### config.mk
export PLATFORM = sky130hd
export DESIGN_NAME = muldiv_sequencer
export DESIGN_NICKNAME = d
export VERILOG_FILES = /design/src/rtl/muldiv_sequencer.sv
export SDC_FILE = /design/constraint.sdc
export NUM_CORES = 1
export LEC_CHECK = 0
export ABC_CLOCK_PERIOD_IN_PS = 3000
export BUFFER_PORTS_ARGS = -buffer_cell sky130_fd_sc_hd__buf_4
export CORE_MARGIN = 4
export CORE_UTILIZATION = 50
export CTS_BUF_LIST = sky130_fd_sc_hd__clkbuf_16
export CTS_CLUSTER_DIAMETER = 120
export DETAILED_ROUTE_END_ITERATION = 6
export PLACE_DENSITY = 0.75
export SYNTH_ARGS = -nofsm -noshare
export SYNTH_HDL_FRONTEND = slang
export SYNTH_SLANG_ARGS = --single-unit
### constraint.sdc
create_clock -name iCLK -period 3 [get_ports iCLK]
set_input_delay 0.6 -clock iCLK [delete_from_list [all_inputs] [get_ports iCLK]]
set_output_delay 0.6 -clock iCLK [all_outputs]
set_load 0.02 [all_outputs]
### src/rtl/muldiv_sequencer.sv
// Iterative multiply/divide unit owning the HI/LO pair: 32-cycle shift-add multiply,
// 32-cycle restoring divide, with sign fix-up in a final cycle.
module muldiv_sequencer #(
    parameter logic [31:0] DBZ_LO      = 32'hFFFF_FFFF,
    parameter bit          DBZ_HI_PASS = 1'b1
) (
    input  logic        iCLK,
    input  logic        iRST,
    input  logic        iStart,
    input  logic [2:0]  iOp,
    input  logic [31:0] iA,
    input  logic [31:0] iB,
    input  logic        iReadReq,
    output logic        oBusy,
    output logic        oDone,
    output logic        oDivByZero,
    output logic        oStall,
    output logic [31:0] oHI,
    output logic [31:0] oLO
);

    localparam logic [1:0] IDLE = 2'd0;
    localparam logic [1:0] CALC = 2'd1;
    localparam logic [1:0] FIX  = 2'd2;

    localparam logic [2:0] OP_MULT  = 3'b000;
    localparam logic [2:0] OP_MULTU = 3'b001;
    localparam logic [2:0] OP_DIV   = 3'b010;
    localparam logic [2:0] OP_DIVU  = 3'b011;
    localparam logic [2:0] OP_MTHI  = 3'b100;
    localparam logic [2:0] OP_MTLO  = 3'b101;

    logic [1:0]  stateQ, stateD;
    logic [4:0]  countQ, countD;
    logic        isDivQ, isDivD;
    logic        signAQ, signAD;
    logic        signBQ, signBD;
    logic [31:0] opQ, opD;
    logic [63:0] accQ, accD;
    logic [31:0] remQ, remD;
    logic [31:0] hiQ, hiD;
    logic [31:0] loQ, loD;
    logic        doneQ, doneD;
    logic        dbzQ, dbzD;

    logic        isSignedOp;
    logic [31:0] absA, absB;
    logic [32:0] mulSum;
    logic [32:0] divShift;
    logic        divFits;
    logic [63:0] product;
    logic [31:0] quotient, remainder;

    assign isSignedOp = (iOp == OP_MULT) || (iOp == OP_DIV);
    assign absA       = (isSignedOp && iA[31]) ? (32'd0 - iA) : iA;
    assign absB       = (isSignedOp && iB[31]) ? (32'd0 - iB) : iB;

    // Multiply: multiplier sits in accQ[31:0] and shifts out LSB first as the product grows on top.
    assign mulSum = {1'b0, accQ[63:32]} + (accQ[0] ? {1'b0, opQ} : 33'd0);

    // Divide: dividend shifts out of accQ[31:0] MSB first while quotient bits shift in.
    assign divShift = {remQ, accQ[31]};
    assign divFits  = divShift >= {1'b0, opQ};

    assign product   = (signAQ ^ signBQ) ? (64'd0 - accQ) : accQ;
    assign quotient  = (signAQ ^ signBQ) ? (32'd0 - accQ[31:0]) : accQ[31:0];
    assign remainder = signAQ ? (32'd0 - remQ) : remQ;

    always_comb begin
        stateD = stateQ;
        countD = countQ;
        isDivD = isDivQ;
        signAD = signAQ;
        signBD = signBQ;
        opD    = opQ;
        accD   = accQ;
        remD   = remQ;
        hiD    = hiQ;
        loD    = loQ;
        doneD  = 1'b0;
        dbzD   = 1'b0;
        case (stateQ)
            IDLE: begin
                if (iStart) begin
                    case (iOp)
                        OP_MTHI: hiD = iA;
                        OP_MTLO: loD = iA;
                        OP_MULT, OP_MULTU: begin
                            opD    = absA;
                            accD   = {32'd0, absB};
                            signAD = isSignedOp & iA[31];
                            signBD = isSignedOp & iB[31];
                            isDivD = 1'b0;
                            countD = 5'd0;
                            stateD = CALC;
                        end
                        OP_DIV, OP_DIVU: begin
                            if (iB == 32'd0) begin
                                loD   = DBZ_LO;
                                hiD   = DBZ_HI_PASS ? iA : 32'd0;
                                doneD = 1'b1;
                                dbzD  = 1'b1;
                            end else begin
                                opD    = absB;
                                accD   = {32'd0, absA};
                                remD   = 32'd0;
                                signAD = isSignedOp & iA[31];
                                signBD = isSignedOp & iB[31];
                                isDivD = 1'b1;
                                countD = 5'd0;
                                stateD = CALC;
                            end
                        end
                        default: ;
                    endcase
                end
            end
            CALC: begin
                if (isDivQ) begin
                    remD = divFits ? (divShift[31:0] - opQ) : divShift[31:0];
                    accD = {accQ[63:32], accQ[30:0], divFits};
                end else begin
                    accD = {mulSum, accQ[31:1]};
                end
                countD = countQ + 5'd1;
                if (countQ == 5'd31) stateD = FIX;
            end
            FIX: begin
                if (isDivQ) begin
                    hiD = remainder;
                    loD = quotient;
                end else begin
                    hiD = product[63:32];
                    loD = product[31:0];
                end
                doneD  = 1'b1;
                stateD = IDLE;
            end
            default: stateD = IDLE;
        endcase
    end

    always_ff @(posedge iCLK) begin
        if (iRST) begin
            stateQ <= IDLE;
            countQ <= 5'd0;
            isDivQ <= 1'b0;
            signAQ <= 1'b0;
            signBQ <= 1'b0;
            opQ    <= 32'd0;
            accQ   <= 64'd0;
            remQ   <= 32'd0;
            hiQ    <= 32'd0;
            loQ    <= 32'd0;
            doneQ  <= 1'b0;
            dbzQ   <= 1'b0;
        end else begin
            stateQ <= stateD;
            countQ <= countD;
            isDivQ <= isDivD;
            signAQ <= signAD;
            signBQ <= signBD;
            opQ    <= opD;
            accQ   <= accD;
            remQ   <= remD;
            hiQ    <= hiD;
            loQ    <= loD;
            doneQ  <= doneD;
            dbzQ   <= dbzD;
        end
    end

    assign oBusy      = (stateQ != IDLE);
    assign oDone      = doneQ;
    assign oDivByZero = dbzQ;
    assign oStall     = iReadReq & oBusy;
    assign oHI        = hiQ;
    assign oLO        = loQ;

endmodule

==> results of run 1 <==
-- power by group --
group / switching (mW) / total [mW] / internal, mW
clock network: 1.25 / 3.10 / 1.84
registers: 0.120 / 2.93 / 2.81
logic: 1.22 / 2.03 / 0.809
total: 2.59 / 8.05 / 5.46
-- worst min-delay path by stage --
stage / slack, ps / endpoint
2_1_floorplan: 430 / opQ[10]
3_3_place_gp: 440 / oLO[22]
3_5_place_dp: 450 / opQ[16]
4_1_cts: 370 / opQ[0]
5_1_grt: 390 / opQ[0]
6_report: 360 / opQ[0]
-- synth_stat cells (10+ instances only) --
| library cell | n | area (µm²) |
|---|---|---|
| o31ai_1 | 28 | 210 |
| a22oi_1 | 38 | 285 |
| a311oi_1 | 10 | 87.6 |
| o21ai_0 | 131 | 656 |
| and3_1 | 11 | 68.8 |
| or4_1 | 24 | 180 |
| nand2_1 | 244 | 916 |
| nor4_1 | 23 | 144 |
| dfxtp_1 | 204 | 4080 |
| a31oi_1 | 36 | 225 |
| o41ai_1 | 15 | 131 |
| o22ai_1 | 27 | 169 |
| nor2b_1 | 15 | 93.8 |
| nand2b_1 | 17 | 106 |
| o211ai_1 | 24 | 180 |
| nor2_1 | 212 | 796 |
| nand3_1 | 57 | 285 |
| a21oi_1 | 199 | 996 |
| xnor2_1 | 99 | 867 |
| clkbuf_1 | 146 | 548 |
| buf_2 | 10 | 50.1 |
| nand4_1 | 19 | 119 |
| a21o_1 | 24 | 180 |
| ha_1 | 70 | 876 |
| o221ai_1 | 34 | 298 |
| inv_1 | 72 | 270 |
| or3_1 | 17 | 106 |
| mux2i_1 | 37 | 370 |
| a211oi_1 | 34 | 255 |
| xor2_1 | 104 | 911 |
| nor3_1 | 77 | 385 |
-- stage by stage --
stage / hold WS [ps] / total power, mW / setup slack, ps / setup TNS (ps) / cells
after floorplan: 432 / 4.05 / 7.55 / 0 / 2211
after global placement: 440 / 4.87 / -170 / -6920 / 2870
after detailed placement: 446 / 4.89 / -188 / -10440 / 2870
after CTS: 368 / 7.93 / 22.7 / 0 / 2911
after global routing: 388 / 8.28 / -50.2 / -210 / 2912
final: 360 / 8.05 / 1.98 / 0 / 2912
-- repair_timing --
| action | in CTS | in global routing |
|---|---|---|
| hold buffers | 0 | 0 |
| pin swaps | 2 | 15 |
| setup endpoints to repair | 51 | 61 |
| setup buffers | 0 | 1 |
| gates resized for setup | 8 | 55 |
-- per-layer routing --
layer  up-vias  wire, µm  share of wire  global-route usage
met5         -         0              0                   0
met4         0      2440          0.037               0.110
met3       134      8560           0.13              0.0713
met2      1213     26700           0.41               0.508
met1      8711     28100           0.43               0.517
li1       8552         -              -                   -
-- state kept, by name (all words and copies together) (netlist names) --
signal	count
remQ	32
signBQ	1
oLO	32
signAQ	1
stateQ	2
oDone	1
accQ	64
oDivByZero	1
opQ	32
oHI	32
countQ	5
isDivQ	1
-- placed cells by master (no fill, tap or decap), types with 22 or more instances in the layout --
| master | Yosys | routed |
|---|---|---|
| inv_1 | 72 | 76 |
| a211oi_1 | 34 | 31 |
| a21o_1 | 24 | 24 |
| o221ai_1 | 34 | 33 |
| o31ai_1 | 28 | 24 |
| a21oi_1 | 199 | 197 |
| nand3_1 | 57 | 57 |
| nand2_1 | 244 | 244 |
| xnor2_1 | 99 | 96 |
| xor2_1 | 104 | 103 |
| o211ai_1 | 24 | 24 |
| a31oi_1 | 36 | 34 |
| a22oi_1 | 38 | 38 |
| dfxtp_1 | 204 | 200 |
| ha_1 | 70 | 67 |
| nor2_1 | 212 | 208 |
| nor4_1 | 23 | 22 |
| mux2i_1 | 37 | 37 |
| o22ai_1 | 27 | 26 |
| o21ai_0 | 131 | 123 |
| nor3_1 | 77 | 74 |
| buf_4 | 0 | 377 |
| clkbuf_16 | 0 | 25 |
-- area by class of cell --
cell class | instances | area, µm² | share of cell area
inverters | 72 | 275 | 0.0135
well taps | 435 | 544 | 0.0268
repair buffers | 392 | 3120 | 0.154
multi-input cells | 1768 | 11500 | 0.565
clock buffers | 25 | 626 | 0.0308
flip-flops and latches | 204 | 4090 | 0.201
clock inverters | 16 | 179 | 0.00880
-- worst max-delay path, cell delays in order, from the launching register on --
cell and delay [ps]:
dfxtp_4 370, or4_1 590, or4_4 470, or4_4 510, nor3_4 200, nand2_1 110
mux2i_1 150, o211ai_1 290, o21ai_0 150
-- logic make-up after synthesis --
| kind of cell | count (synthesis) |
|---|---|
| AO/OA/AOI/OAI | 691 |
| XOR/XNOR | 203 |
| adder cells (fa/ha/maj) | 72 |
| buffers and inverters | 239 |
| flip-flops | 204 |
| multiplexers | 39 |
| AND/OR/NAND/NOR | 763 |
==> results.json, run 1 <==
{
  "fillCellCount": 2920,
  "ant_nets": 0,
  "crit_arrival_ps": 3390,
  "synth_flop_cell": "dfxtp_1",
  "maxSlewViolCount": 0,
  "maxCapViolations": 0,
  "holdCritStartpoint": "iB[0]",
  "firstDrtPassIters": 7,
  "critPathLaunch": "accQ[0]",
  "path_clk_slew_ps": 60,
  "irDropWorstVdd_v": 0.000393,
  "io_buffers": 138,
  "synth_cells": 2211,
  "power_density_nw_per_um2": 396,
  "cts_root_buffer": "clkbuf_16",
  "drt_iter0_markers": 2651,
  "initial_core_util": 0.510,
  "failed_checks": "DRC",
  "dpl.hpwl_um": 51300,
  "die_area_um2": 35400,
  "die_w_um": 188,
  "hold_path_class": "in -> reg",
  "drcViolationCount": 10,
  "cp-endpoint": "oHI[19]",
  "vias_per_cell": 6.39,
  "n_antenna_cell": 0,
  "r2r-start": "accQ[0]",
  "cts_tree": "built",
  "relSlewSlack": 0.478,
  "cts_buffers": 24,
  "wl_per_cell_um": 22.6,
  "netlist_area_um2": 16200,
  "vias": 18610,
  "synthXorXnorAreaFrac": 0.110,
  "synth_edf_count": 0,
  "crit_path_end_kind": "register",
  "setup_violations": 0,
  "synth-compound-area-share": 0.278,
  "yosys.area_share.simple": 0.223,
  "yosysSeqAreaShare": 0.252,
  "synth_adder_area_share": 0.0565,
  "rr_endpoint": "oHI[19]",
  "holdPathStages": 3,
  "crit_type": "reg -> reg",
  "synth-seq-cells": 204,
  "skew_ps": 22.2,
  "leakage_nw": 8.56,
  "die_y_um": 188,
  "place.gp.congestion": 1.00,
  "routed_wl_um": 65800,
  "core_area_um2": 31800,
  "start_kind": "register",
  "synth_mux_area_frac": 0.0245,
  "htreeDepth": 1,
  "syn2layout_area_growth_pct": 25.4,
  "period_needed_ps": 3000,
  "worst_pin_slew_ps": 781,
  "outcome": "finished with violations",
  "r2r.worst_path.cells": 8,
  "hold_violations": 0,
  "async_flop_share": 0,
  "synth_top_family_by_area": "compound AO/OA/AOI/OAI gates",
  "grt-ovfl-total": 0,
  "grt_antenna_before_repair": 0,
  "critPathMaxFanout": 4,
  "clock_path_buffers": 3,
  "grt_max_degree": 114,
  "drive_above_1_share": 0.206,
  "syn_avg_cell_area_um2": 7.34,
  "grt_use_total": 0.350,
  "rsz0062_at_grt": "true",
  "dpl_cell_area_um2": 19300,
  "yosysWarnings": 0,
  "max_freq_mhz": 334,
  "synthesis.nets": 2354,
  "r2r_setup_slack_ps": 2,
  "final_nets": 2605,
  "rows": 65,
  "grt_pass1_wl_um": 98900,
  "stdcell_area_um2": 20300,
  "insertion_delay_ps": 550,
  "fin_util": 0.639,
  "synth_cell_type_count": 85,
  "finalCritPeriodShare": 0.999,
  "critPathRequiredTime_ps": 3390,
  "io-pin-count": 139,
  "clock-sinks": 204,
  "grt_pass1_vias": 16786
}
Power figures use the tool's default switching activity.
==> run 2: changes to the inputs <==
--- a/config.mk
+++ b/config.mk
@@ -5,14 +5,14 @@
 export SDC_FILE = /design/constraint.sdc
 export NUM_CORES = 1
 export LEC_CHECK = 0
-export ABC_CLOCK_PERIOD_IN_PS = 3000
+export ABC_CLOCK_PERIOD_IN_PS = 3800
 export BUFFER_PORTS_ARGS = -buffer_cell sky130_fd_sc_hd__buf_4
 export CORE_MARGIN = 4
 export CORE_UTILIZATION = 50
 export CTS_BUF_LIST = sky130_fd_sc_hd__clkbuf_16
 export CTS_CLUSTER_DIAMETER = 120
 export DETAILED_ROUTE_END_ITERATION = 6
-export PLACE_DENSITY = 0.75
+export PLACE_DENSITY = 0.73
 export SYNTH_ARGS = -nofsm -noshare
 export SYNTH_HDL_FRONTEND = slang
 export SYNTH_SLANG_ARGS = --single-unit
==> constraint.sdc (replaced) <==
create_clock -name iCLK -period 3.8 [get_ports iCLK]
set_input_delay 0.76 -clock iCLK [delete_from_list [all_inputs] [get_ports iCLK]]
set_output_delay 0.76 -clock iCLK [all_outputs]
set_load 0.02 [all_outputs]
==> results.json, run 2 (synthesized netlist as in run 1, its figures left out) <==
{
  "outcome": "finished, final reports clean",
  "cts_tree": "built",
  "post_cts_buffers": 0,
  "finalCritPeriodShare": 0.882,
  "syn2layout_area_growth_pct": 13.8,
  "worst-path-buf-inv": 3,
  "place.gp.congestion": 0.950,
  "vias": 17776,
  "fillCellCount": 2999,
  "die_w_um": 188,
  "max_freq_mhz": 298,
  "path_clk_slew_ps": 60,
  "skew_ps": 25.4,
  "setup-tns-final_ps": 0,
  "io_buffers": 138,
  "crit_type": "reg -> reg",
  "ant_nets": 0,
  "grt_max_degree": 59,
  "initial_core_util": 0.510,
  "power_density_nw_per_um2": 322,
  "grt_use_total": 0.335,
  "holdCritStartpoint": "oLO[15]",
  "rsz0062_at_grt": "false",
  "stdcell_area_um2": 18500,
  "start_kind": "register",
  "leakage_nw": 7.45,
  "cts_buffers": 25,
  "timing.critical_path.cells": "inv_1 -> buf_12 -> nor2_1 -> ha_1 -> and3_1 -> nand2_1 -> or3_1 -> o22ai_1 -> a31oi_1 -> buf_4 -> o31ai_1 -> a221oi_1 -> o21ai_0",
  "critPathMaxFanout": 13,
  "drcViolationCount": 0,
  "cts_root_buffer": "clkbuf_16",
  "maxSlewViolCount": 0,
  "top_register": "accQ",
  "irDropWorstVdd_v": 0.000315,
  "setup_slack_ps": 448,
  "path_delay_family": "compound AO/OA/AOI/OAI gates",
  "dpl.hpwl_um": 48000,
  "r2r-start": "accQ[0]",
  "io-pin-count": 139,
  "insertion_delay_ps": 560,
  "clock-sinks": 204,
  "holdBufCountCts": 0,
  "layout_common_cells": "nand2_1 (244), nor2_1 (210), dfxtp_1 (203), buf_4 (203), a21oi_1 (199)",
  "grt_pass1_vias": 15867,
  "grt-ovfl-total": 0,
  "crit_path_end_kind": "register",
  "vias_per_cell": 6.52,
  "critPathLaunch": "accQ[0]",
  "n_antenna_cell": 0,
  "largest_register_ffs": 64,
  "dpl_cell_area_um2": 17700,
  "grt_antenna_before_repair": 0,
  "final_nets": 2419,
  "critPathMaxStageDelay_ps": 440,
  "firstDrtPassIters": 6,
  "pre_cts_ws_ps": 105,
  "die_y_um": 188,
  "relSlewSlack": 0.439,
  "htreeDepth": 1,
  "die_area_um2": 35400,
  "rows": 65,
  "worst_pin_slew_ps": 841,
  "setup_violations": 0,
  "maxCapViolations": 0,
  "hold_violations": 0,
  "core_area_um2": 31800,
  "final_common_cell": "nand2_1",
  "hold_path_class": "reg -> reg",
  "grt_pass1_wl_um": 94300,
  "clock_path_buffers": 3,
  "period_needed_ps": 3350,
  "slowest_stage": "inv_1",
  "ctsResizeCount": 0,
  "drive_above_1_share": 0.122,
  "wl_per_cell_um": 22.9,
  "crit_arrival_ps": 3810,
  "routed_wl_um": 62500,
  "critPathRequiredTime_ps": 4260,
  "drt_iter0_markers": 2836
}
run 2: final timing paths:
path	endpoint	slack (ps)	cells after the start
max	accQ[63]	450	13
min	oLO[15]	450	2
max reg2reg	accQ[63]	450	13
min reg2reg	oLO[15]	450	2
run 2: final cells by class:
cell class / instances / area, µm² / share of cell area
Timing Repair Buffer: 205 / 1560 / 0.0847
Sequential cell: 204 / 4090 / 0.221
Clock buffer: 25 / 626 / 0.0339
Inverter: 72 / 270 / 0.0146
Tap cell: 435 / 544 / 0.0295
Multi-Input combinational cell: 1768 / 11200 / 0.609
Clock inverter: 19 / 120 / 0.00651
run 2: routing by layer:
layer	wire (µm)	global-route usage	vias to the layer above
li1	-	-	8196
met1	26600	0.489	8358
met2	25700	0.485	1110
met3	7810	0.0763	112
met4	2310	0.109	0
met5	0	0	-
run 2: power by group:
group | switching (mW) | total (mW) | leakage [nW] | internal [mW]
sequential | 0.108 | 2.33 | 1.66 | 2.22
clock | 0.995 | 2.25 | 0.378 | 1.26
combinational | 0.881 | 1.38 | 5.42 | 0.495
run 2: per-stage QoR:
| stage | hold WS (ps) | power [mW] | utilization | std cells |
|---|---|---|---|---|
| 2_1_floorplan | 432 | 3.20 | - | 2211 |
| 3_3_place_gp | 439 | 3.68 | 0.557 | 2684 |
| 3_5_place_dp | 444 | 3.69 | 0.557 | 2684 |
| 4_1_cts | 452 | 5.92 | 0.580 | 2728 |
| 5_1_grt | 464 | 6.16 | 0.580 | 2728 |
| 6_report | 453 | 5.95 | 0.580 | 2728 |
run 2: worst reg2reg max path, delay by kind of cell (launching register included):
| family | cells | cell delay [ps] |
|---|---|---|
| buffers and inverters | 3 | 830 |
| AND/OR/NAND/NOR | 4 | 790 |
| AO/OA/AOI/OAI | 5 | 1010 |
| adder cells (fa/ha/maj) | 1 | 310 |
| flip-flops | 1 | 320 |
